==> config.mk <==
export PLATFORM = sky130hd
export DESIGN_NAME = debug_uart_tx_flat
export DESIGN_NICKNAME = d
export VERILOG_FILES = /design/src/rtl/debug_uart_tx_if.sv /design/src/rtl/debug_uart_tx.sv /design/src/flat_wrapper.sv
export SDC_FILE = /design/constraint.sdc
export NUM_CORES = 1
export LEC_CHECK = 0
export BUFFER_PORTS_ARGS = -buffer_cell sky130_fd_sc_hd__buf_2
export CAP_MARGIN = 10
export CORE_UTILIZATION = 57
export CTS_BUF_LIST = sky130_fd_sc_hd__clkbuf_4 sky130_fd_sc_hd__clkbuf_8
export DETAILED_ROUTE_END_ITERATION = 6
export GPL_TIMING_DRIVEN = 0
export PLACE_DENSITY = 0.78
export SLEW_MARGIN = 20
export SYNTH_ARGS = -nofsm -noshare
export SYNTH_HDL_FRONTEND = slang
export SYNTH_SLANG_ARGS = --single-unit
==> constraint.sdc <==
create_clock -name clk -period 2.6 [get_ports clk]
set_input_delay 0.13 -clock clk [delete_from_list [all_inputs] [get_ports clk]]
set_output_delay 0.13 -clock clk [all_outputs]
set_load 0.1 [all_outputs]
==> src/rtl/debug_uart_tx_if.sv <==
// debug_uart_tx_if -- byte write channel into the debug UART transmitter.
//   tx_Data      : byte from the core's debug path
//   tx_DataValid : one-cycle-per-byte write strobe
//   tx_Ready     : transmitter FIFO not full (byte taken when valid & ready)
// master = byte producer, slave = debug_uart_tx.
interface debug_uart_tx_if;
  logic [7:0] tx_Data;
  logic       tx_DataValid;
  logic       tx_Ready;

  modport master (output tx_Data, output tx_DataValid, input  tx_Ready);
  modport slave  (input  tx_Data, input  tx_DataValid, output tx_Ready);
endinterface

==> src/rtl/debug_uart_tx.sv <==
// debug_uart_tx -- byte FIFO feeding an 8N1 (or 8E1) UART transmitter.
// Optional feature: define DEBUG_UART_PARITY_EN to send an even-parity bit
// between the data bits and the stop bit (11-bit frame instead of 10).
// Ports:
//   clk        : single clock, rising edge
//   reset      : synchronous active-high reset
//   s_if       : slave side of the byte write channel (tx_Data/tx_DataValid/tx_Ready)
//   uart_txd   : serial line, idle high
//   tx_Busy    : frame being shifted or bytes still queued
//   fifo_count : bytes queued, not counting the frame in flight
//   overflow   : sticky, a write was attempted while the FIFO was full
module debug_uart_tx #(
  parameter int CLKS_PER_BIT = 868,
  parameter int FIFO_DEPTH   = 8
) (
  input  logic                        clk,
  input  logic                        reset,
  debug_uart_tx_if.slave              s_if,
  output logic                        uart_txd,
  output logic                        tx_Busy,
  output logic [$clog2(FIFO_DEPTH):0] fifo_count,
  output logic                        overflow
);

  localparam int            AW       = $clog2(FIFO_DEPTH);
  localparam logic [15:0]   BIT_LAST = 16'(CLKS_PER_BIT - 1);
  localparam logic [AW:0]   FULL     = (AW+1)'(FIFO_DEPTH);
  localparam logic [AW:0]   CNT_ONE  = (AW+1)'(1);
  localparam logic [AW-1:0] PTR_ONE  = AW'(1);

  typedef enum logic [2:0] {
    IDLE,
    START,
    DATA,
`ifdef DEBUG_UART_PARITY_EN
    PARITY,
`endif
    STOP
  } state_t;

  // FIFO storage and bookkeeping
  logic [7:0]    r_mem [FIFO_DEPTH];
  logic [AW-1:0] r_wr_ptr, r_rd_ptr;
  logic [AW:0]   r_count;
  logic          r_overflow;

  // transmitter state
  state_t        r_state, w_state_next;
  logic [15:0]   r_bit_cnt, w_bit_cnt_next;
  logic [2:0]    r_bit_idx, w_bit_idx_next;
  logic [7:0]    r_shift, w_shift_next;
  logic          r_txd, w_txd_next;
`ifdef DEBUG_UART_PARITY_EN
  logic          r_parity;
`endif

  logic w_full, w_not_empty, w_push, w_pop, w_bit_done;

  assign w_full      = (r_count == FULL);
  assign w_not_empty = (r_count != '0);
  // Full wins over a same-cycle pop: the write is dropped even if a byte leaves.
  assign w_push      = s_if.tx_DataValid && !w_full;
  assign w_bit_done  = (r_bit_cnt == BIT_LAST);

  assign s_if.tx_Ready = !w_full;
  assign uart_txd      = r_txd;
  assign tx_Busy       = (r_state != IDLE) || w_not_empty;
  assign fifo_count    = r_count;
  assign overflow      = r_overflow;

  always_comb begin
    w_state_next   = r_state;
    w_bit_cnt_next = r_bit_cnt;
    w_bit_idx_next = r_bit_idx;
    w_shift_next   = r_shift;
    w_pop          = 1'b0;
    w_txd_next     = r_txd;

    // bit-period counter runs in every non-idle state and restarts at each boundary
    if (r_state != IDLE) w_bit_cnt_next = w_bit_done ? 16'd0 : r_bit_cnt + 16'd1;

    case (r_state)
      IDLE: begin
        if (w_not_empty) begin
          w_pop        = 1'b1;
          w_state_next = START;
        end
      end
      START: begin
        if (w_bit_done) begin
          w_state_next   = DATA;
          w_bit_idx_next = 3'd0;
        end
      end
      DATA: begin
        if (w_bit_done) begin
          w_shift_next   = r_shift >> 1;
          w_bit_idx_next = r_bit_idx + 3'd1;
          if (r_bit_idx == 3'd7) begin
`ifdef DEBUG_UART_PARITY_EN
            w_state_next = PARITY;
`else
            w_state_next = STOP;
`endif
          end
        end
      end
`ifdef DEBUG_UART_PARITY_EN
      PARITY: begin
        if (w_bit_done) w_state_next = STOP;
      end
`endif
      STOP: begin
        // chain straight into the next start bit when more bytes are waiting
        if (w_bit_done) begin
          if (w_not_empty) begin
            w_pop        = 1'b1;
            w_state_next = START;
          end else begin
            w_state_next = IDLE;
          end
        end
      end
      default: w_state_next = IDLE;
    endcase

    if (w_pop) w_shift_next = r_mem[r_rd_ptr];

    // line level is registered from the state being entered, so it changes
    // on the same edge as the state and never glitches
    case (w_state_next)
      START:   w_txd_next = 1'b0;
      DATA:    w_txd_next = w_shift_next[0];
`ifdef DEBUG_UART_PARITY_EN
      PARITY:  w_txd_next = r_parity;
`endif
      default: w_txd_next = 1'b1;
    endcase
  end

  always_ff @(posedge clk) begin
    if (reset) begin
      r_state    <= IDLE;
      r_bit_cnt  <= 16'd0;
      r_bit_idx  <= 3'd0;
      r_shift    <= 8'd0;
      r_txd      <= 1'b1;
      r_wr_ptr   <= '0;
      r_rd_ptr   <= '0;
      r_count    <= '0;
      r_overflow <= 1'b0;
`ifdef DEBUG_UART_PARITY_EN
      r_parity   <= 1'b0;
`endif
    end else begin
      r_state   <= w_state_next;
      r_bit_cnt <= w_bit_cnt_next;
      r_bit_idx <= w_bit_idx_next;
      r_shift   <= w_shift_next;
      r_txd     <= w_txd_next;
      if (w_push) r_wr_ptr <= r_wr_ptr + PTR_ONE;
      if (w_pop)  r_rd_ptr <= r_rd_ptr + PTR_ONE;
      case ({w_push, w_pop})
        2'b10:   r_count <= r_count + CNT_ONE;
        2'b01:   r_count <= r_count - CNT_ONE;
        default: r_count <= r_count;
      endcase
      if (s_if.tx_DataValid && w_full) r_overflow <= 1'b1;
`ifdef DEBUG_UART_PARITY_EN
      if (w_pop) r_parity <= ^r_mem[r_rd_ptr];
`endif
    end
  end

  // storage needs no reset: a slot is only read after it has been written
  always_ff @(posedge clk) begin
    if (!reset && w_push) r_mem[r_wr_ptr] <= s_if.tx_Data;
  end

endmodule

==> src/flat_wrapper.sv <==
// flat-port wrapper written by rule: the top's interface ports become plain ports
module debug_uart_tx_flat 
#(
  parameter int CLKS_PER_BIT = 868,
  parameter int FIFO_DEPTH   = 8
)
  (clk, reset, uart_txd, tx_Busy, fifo_count, overflow, s_if_tx_Data, s_if_tx_DataValid, s_if_tx_Ready);
  debug_uart_tx_if s_if_i ();
  input  logic clk;
  input  logic reset;
  output logic uart_txd;
  output logic tx_Busy;
  output logic [$clog2(FIFO_DEPTH):0] fifo_count;
  output logic overflow;
  input wire logic [$bits(s_if_i.tx_Data)-1:0] s_if_tx_Data;
  input wire logic [$bits(s_if_i.tx_DataValid)-1:0] s_if_tx_DataValid;
  output wire logic [$bits(s_if_i.tx_Ready)-1:0] s_if_tx_Ready;
  assign s_if_i.tx_Data = s_if_tx_Data;
  assign s_if_i.tx_DataValid = s_if_tx_DataValid;
  assign s_if_tx_Ready = s_if_i.tx_Ready;
  debug_uart_tx #(.CLKS_PER_BIT(CLKS_PER_BIT), .FIFO_DEPTH(FIFO_DEPTH)) u_core (.clk(clk), .reset(reset), .s_if(s_if_i), .uart_txd(uart_txd), .tx_Busy(tx_Busy), .fifo_count(fifo_count), .overflow(overflow));
endmodule
==> summary.txt <==
Clk_skew = 14.1 ps
PortBufs = 18
CP Buf/Inv Count = 1
Power per cell area = 857 nW/um^2
Die height = 92.6 microns
Share of the synthesized area in the top cell type = 41.1%
Status = finished, final reports clean
CP max FO = 4
Final WS setup = 94.6 ps
Filler cell count = 580
Area after DPL = 4960 sq um
GR met1 Demand/Resource = 28.9%
Slowest library cell on the worst path = dfxtp_4
Total track usage = 21.9%
Grt peak-use layer = met2
Max-slew violations = 0
Critical Path Source Type = register
NetSw = 1.59 mW
Synth Area in XOR/XNOR = 4.31%
Max-cap viol count = 0
Post-synthesis mux area share = 10.8%
DP HPWL = 5640 microns
CTS Buf Count = 9
Drt total wl = 8740 microns
Async SR Flop Fraction = 0%
YS warnings = 0
Syn_area_per_cell = 13.6 sq um
DR vias = 2833
Bufs on Longest Clock Path = 2
Avg WL per Cell = 17.8 microns
Net Sw Frac = 35.0%
CTS H-tree depth = 3
Simple-gate portion of the synthesized area = 13.4%
First-pass GRT wire length = 14100 microns
RSZ-0062 raised after global routing = true
Ratio of cells with drive above 1 in the final layout = 28.3%
GR Util met3 = 4.52%
Crit path kind = register to register
Initial Util = 59.6%
Crit-path cells = ha_4 > nor4b_4 > and4_4 > a21o_4 > nand2_8 > inv_4 > ha_4 > xor2_1 > ha_2 > a21oi_1 > xor2_1 > or3_1 > a21oi_1
Cell leakage power = 1.81 nW
Vias in the first global route = 2798
Post-synth EDFFs = 64
Worst Setup SP = u_core.r_bit_cnt[0]
Maximum VDD drop = 484 uV
Hold_sp = s_if_tx_Data[4]
Main combinational cell family by area after synthesis = simple AND/OR/NAND/NOR gates
Area contributors post-synth = edfxtp_1 41%, dfxtp_1 19%, mux4_2 7.7%, nor2_1 3.4%, xor2_1 2.6%
CP endpoint kind = register
Worst EP arrival = 2810 ps
Part of the power in registers = 46.5%
Synth Cell Area = 4680 sq um
GR Util met2 = 36.8%
Reg2reg start = u_core.r_bit_cnt[0]
Internal Power = 2.95 mW
Root Driver = clkbuf_8
Setup slack at placement = -309 ps
Die W = 92.6 microns
Area leader, netlist = edfxtp_1
Worst-margin pin slew = 942 ps
Global route overflow = 0
DRC viols = 0
DRT iter0 DRCs = 114
Delay-heaviest family, CP = simple AND/OR/NAND/NOR gates
Synth Area in Compound Gates = 5.89%
Fin. Hold Viols = 0
CTS tree = yes
Maximum clock frequency = 399 MHz
Pre-Repair DR Iteration Count = 4
Drt via density = 5.77
Worst min path class = primary input to register
Register area share after synthesis = 60.4%
Area Overhead vs Synth = 13.2%
Non-Filler Instances = 491
Fin area = 5290 sq um
Inst Count DP = 465
Adder-Cell Fraction of Synth Area = 2.14%
CP peak stage delay = 390 ps
Worst skew pair latency = 370 ps
Clock power share = 21.6%
Final min period = 2510 ps
Remaining antenna violation count after routing = 0
Top-count cell post-synth = edfxtp_1
Core Footprint = 7850 sq um
Most used DFF post-synth = edfxtp_1
Logic pwr share = 31.9%
Synth Instances = 345
Total die area = 8570 sq um
Clock transition at the registers of the reported paths = 110 ps
Diode count = 0
I/O pin count = 19
Most frequent cells after synthesis = 64 x edfxtp_1, 45 x dfxtp_1, 42 x nor2_1, 17 x nor3_1, 16 x mux4_2
Yosys reg bits = 109
Cell Rows = 32
Nets@finish = 404
Synth unique cells = 54
Global placement routability congestion = 0.751
Synthesized Nets = 364
Relative slew slack = 37.0%
# setup viols final = 0
Initial antenna violation count = 0
Fin crit share = 96.4%
Largest net degree at the start of global routing = 21
Critical Path RT = 2900 ps
Total power = 4.54 mW
CTS sink cnt = 109
registers in the layout, summed over array words and instances, names as in the netlist, named ones only:
name / flops
u_core.r_bit_idx: 3
u_core.fifo_count: 4
u_core.r_shift: 8
u_core.uart_txd: 1
u_core.r_state: 3
u_core.r_rd_ptr: 3
u_core.r_bit_cnt: 16
u_core.r_mem: 64
u_core.overflow: 1
u_core.r_wr_ptr: 3
metal layers:
layer  up-vias  share of wire [%]
li1       1373                  -
met1      1383                 44
met2        71                 50
met3         6                5.1
met4         0               0.66
met5         -                  0
worst paths after layout:
path | end | slack, ps | cells after the start
setup reg to reg | u_core.fifo_count[2] | 90 | 13
hold / removal | u_core.r_mem[1][4] | 10 | 1
setup / recovery | u_core.fifo_count[2] | 90 | 13
hold reg to reg | u_core.overflow | 480 | 2
cells in the final DEF (no fill, tap or decap), types with 4 or more instances in the layout:
cell      Yosys  routed
ha_1          8       5
nand2b_1      4       4
buf_6         4       5
mux4_2       16      16
buf_4         0      11
a21oi_1       9       9
buf_2         5      22
edfxtp_1     64      64
nand2_1      14      13
dfxtp_1      45      39
mux2i_1       4       4
a311oi_1      7       7
nor3_1       17      15
xor2_1       14      14
o21ai_0      10      10
nor2_1       42      42
mux2_2        8       8
xnor2_1       9       9
clkbuf_8      2      11
nand3_1       8       8
dfxtp_4       0       5
or3_1         4       4
metrics by stage:
| stage | util (%) | setup TNS (ps) | hold WS, ps |
|---|---|---|---|
| after floorplan | - | 0 | 229 |
| after global placement | 63.1 | -204 | 394 |
| after detailed placement | 63.2 | -349 | 402 |
| after CTS | 66.3 | 0 | 13.7 |
| after global routing | 67.5 | -20.6 | 19.2 |
| final | 67.5 | 0 | 14.8 |
cells by family after synthesis:
group                      count (synthesis)
and+or+nand+nor                          114
DFF                                      109
AOI/OAI and AO/OA                         41
muxes                                     29
xor gates and xnor gates                  23
buffers and inverters                     20
adders and majority gates                  8
other                                      1
cell type report:
type	count	area, sq um	share of cell area [%]
Multi-Input combinational cell	216	1820	34.4
Clock inverter	6	60.1	1.13
Inverter	4	17.5	0.331
Timing Repair Buffer	29	173	3.26
Sequential cell	109	2840	53.7
Clock buffer	9	124	2.34
Buffer	16	130	2.46
Tap cell	102	128	2.41
repair_timing:
action                     in CTS  in global routing
gates cloned                    0                  0
hold buffers                    0                  0
gates resized for setup         8                  7
pin swaps                       2                  6
setup endpoints to repair       3                  2
setup buffers                   3                  8
worst register-to-register path, cell delays in order, from the launching register on:
cell	delay, ps
dfxtp_4	390
ha_4	150
nor4b_4	210
and4_4	270
a21o_4	160
nand2_8	60
inv_4	90
ha_4	140
xor2_1	160
ha_2	190
a21oi_1	40
xor2_1	150
or3_1	310
a21oi_1	120
power by group through the flow:
| stage | clock (mW) | sequential [mW] | combinational (mW) |
|---|---|---|---|
| 3_5_place_dp | 0 | 2.14 | 1.34 |
| 2_1_floorplan | 0 | 2.32 | 0.891 |
| 4_1_cts | 0.991 | 2.10 | 1.37 |
| 3_3_place_gp | 0 | 2.12 | 1.30 |
| 6_report | 0.979 | 2.11 | 1.45 |
| 5_1_grt | 1.06 | 2.13 | 1.56 |
Power figures use the tool's default switching activity.
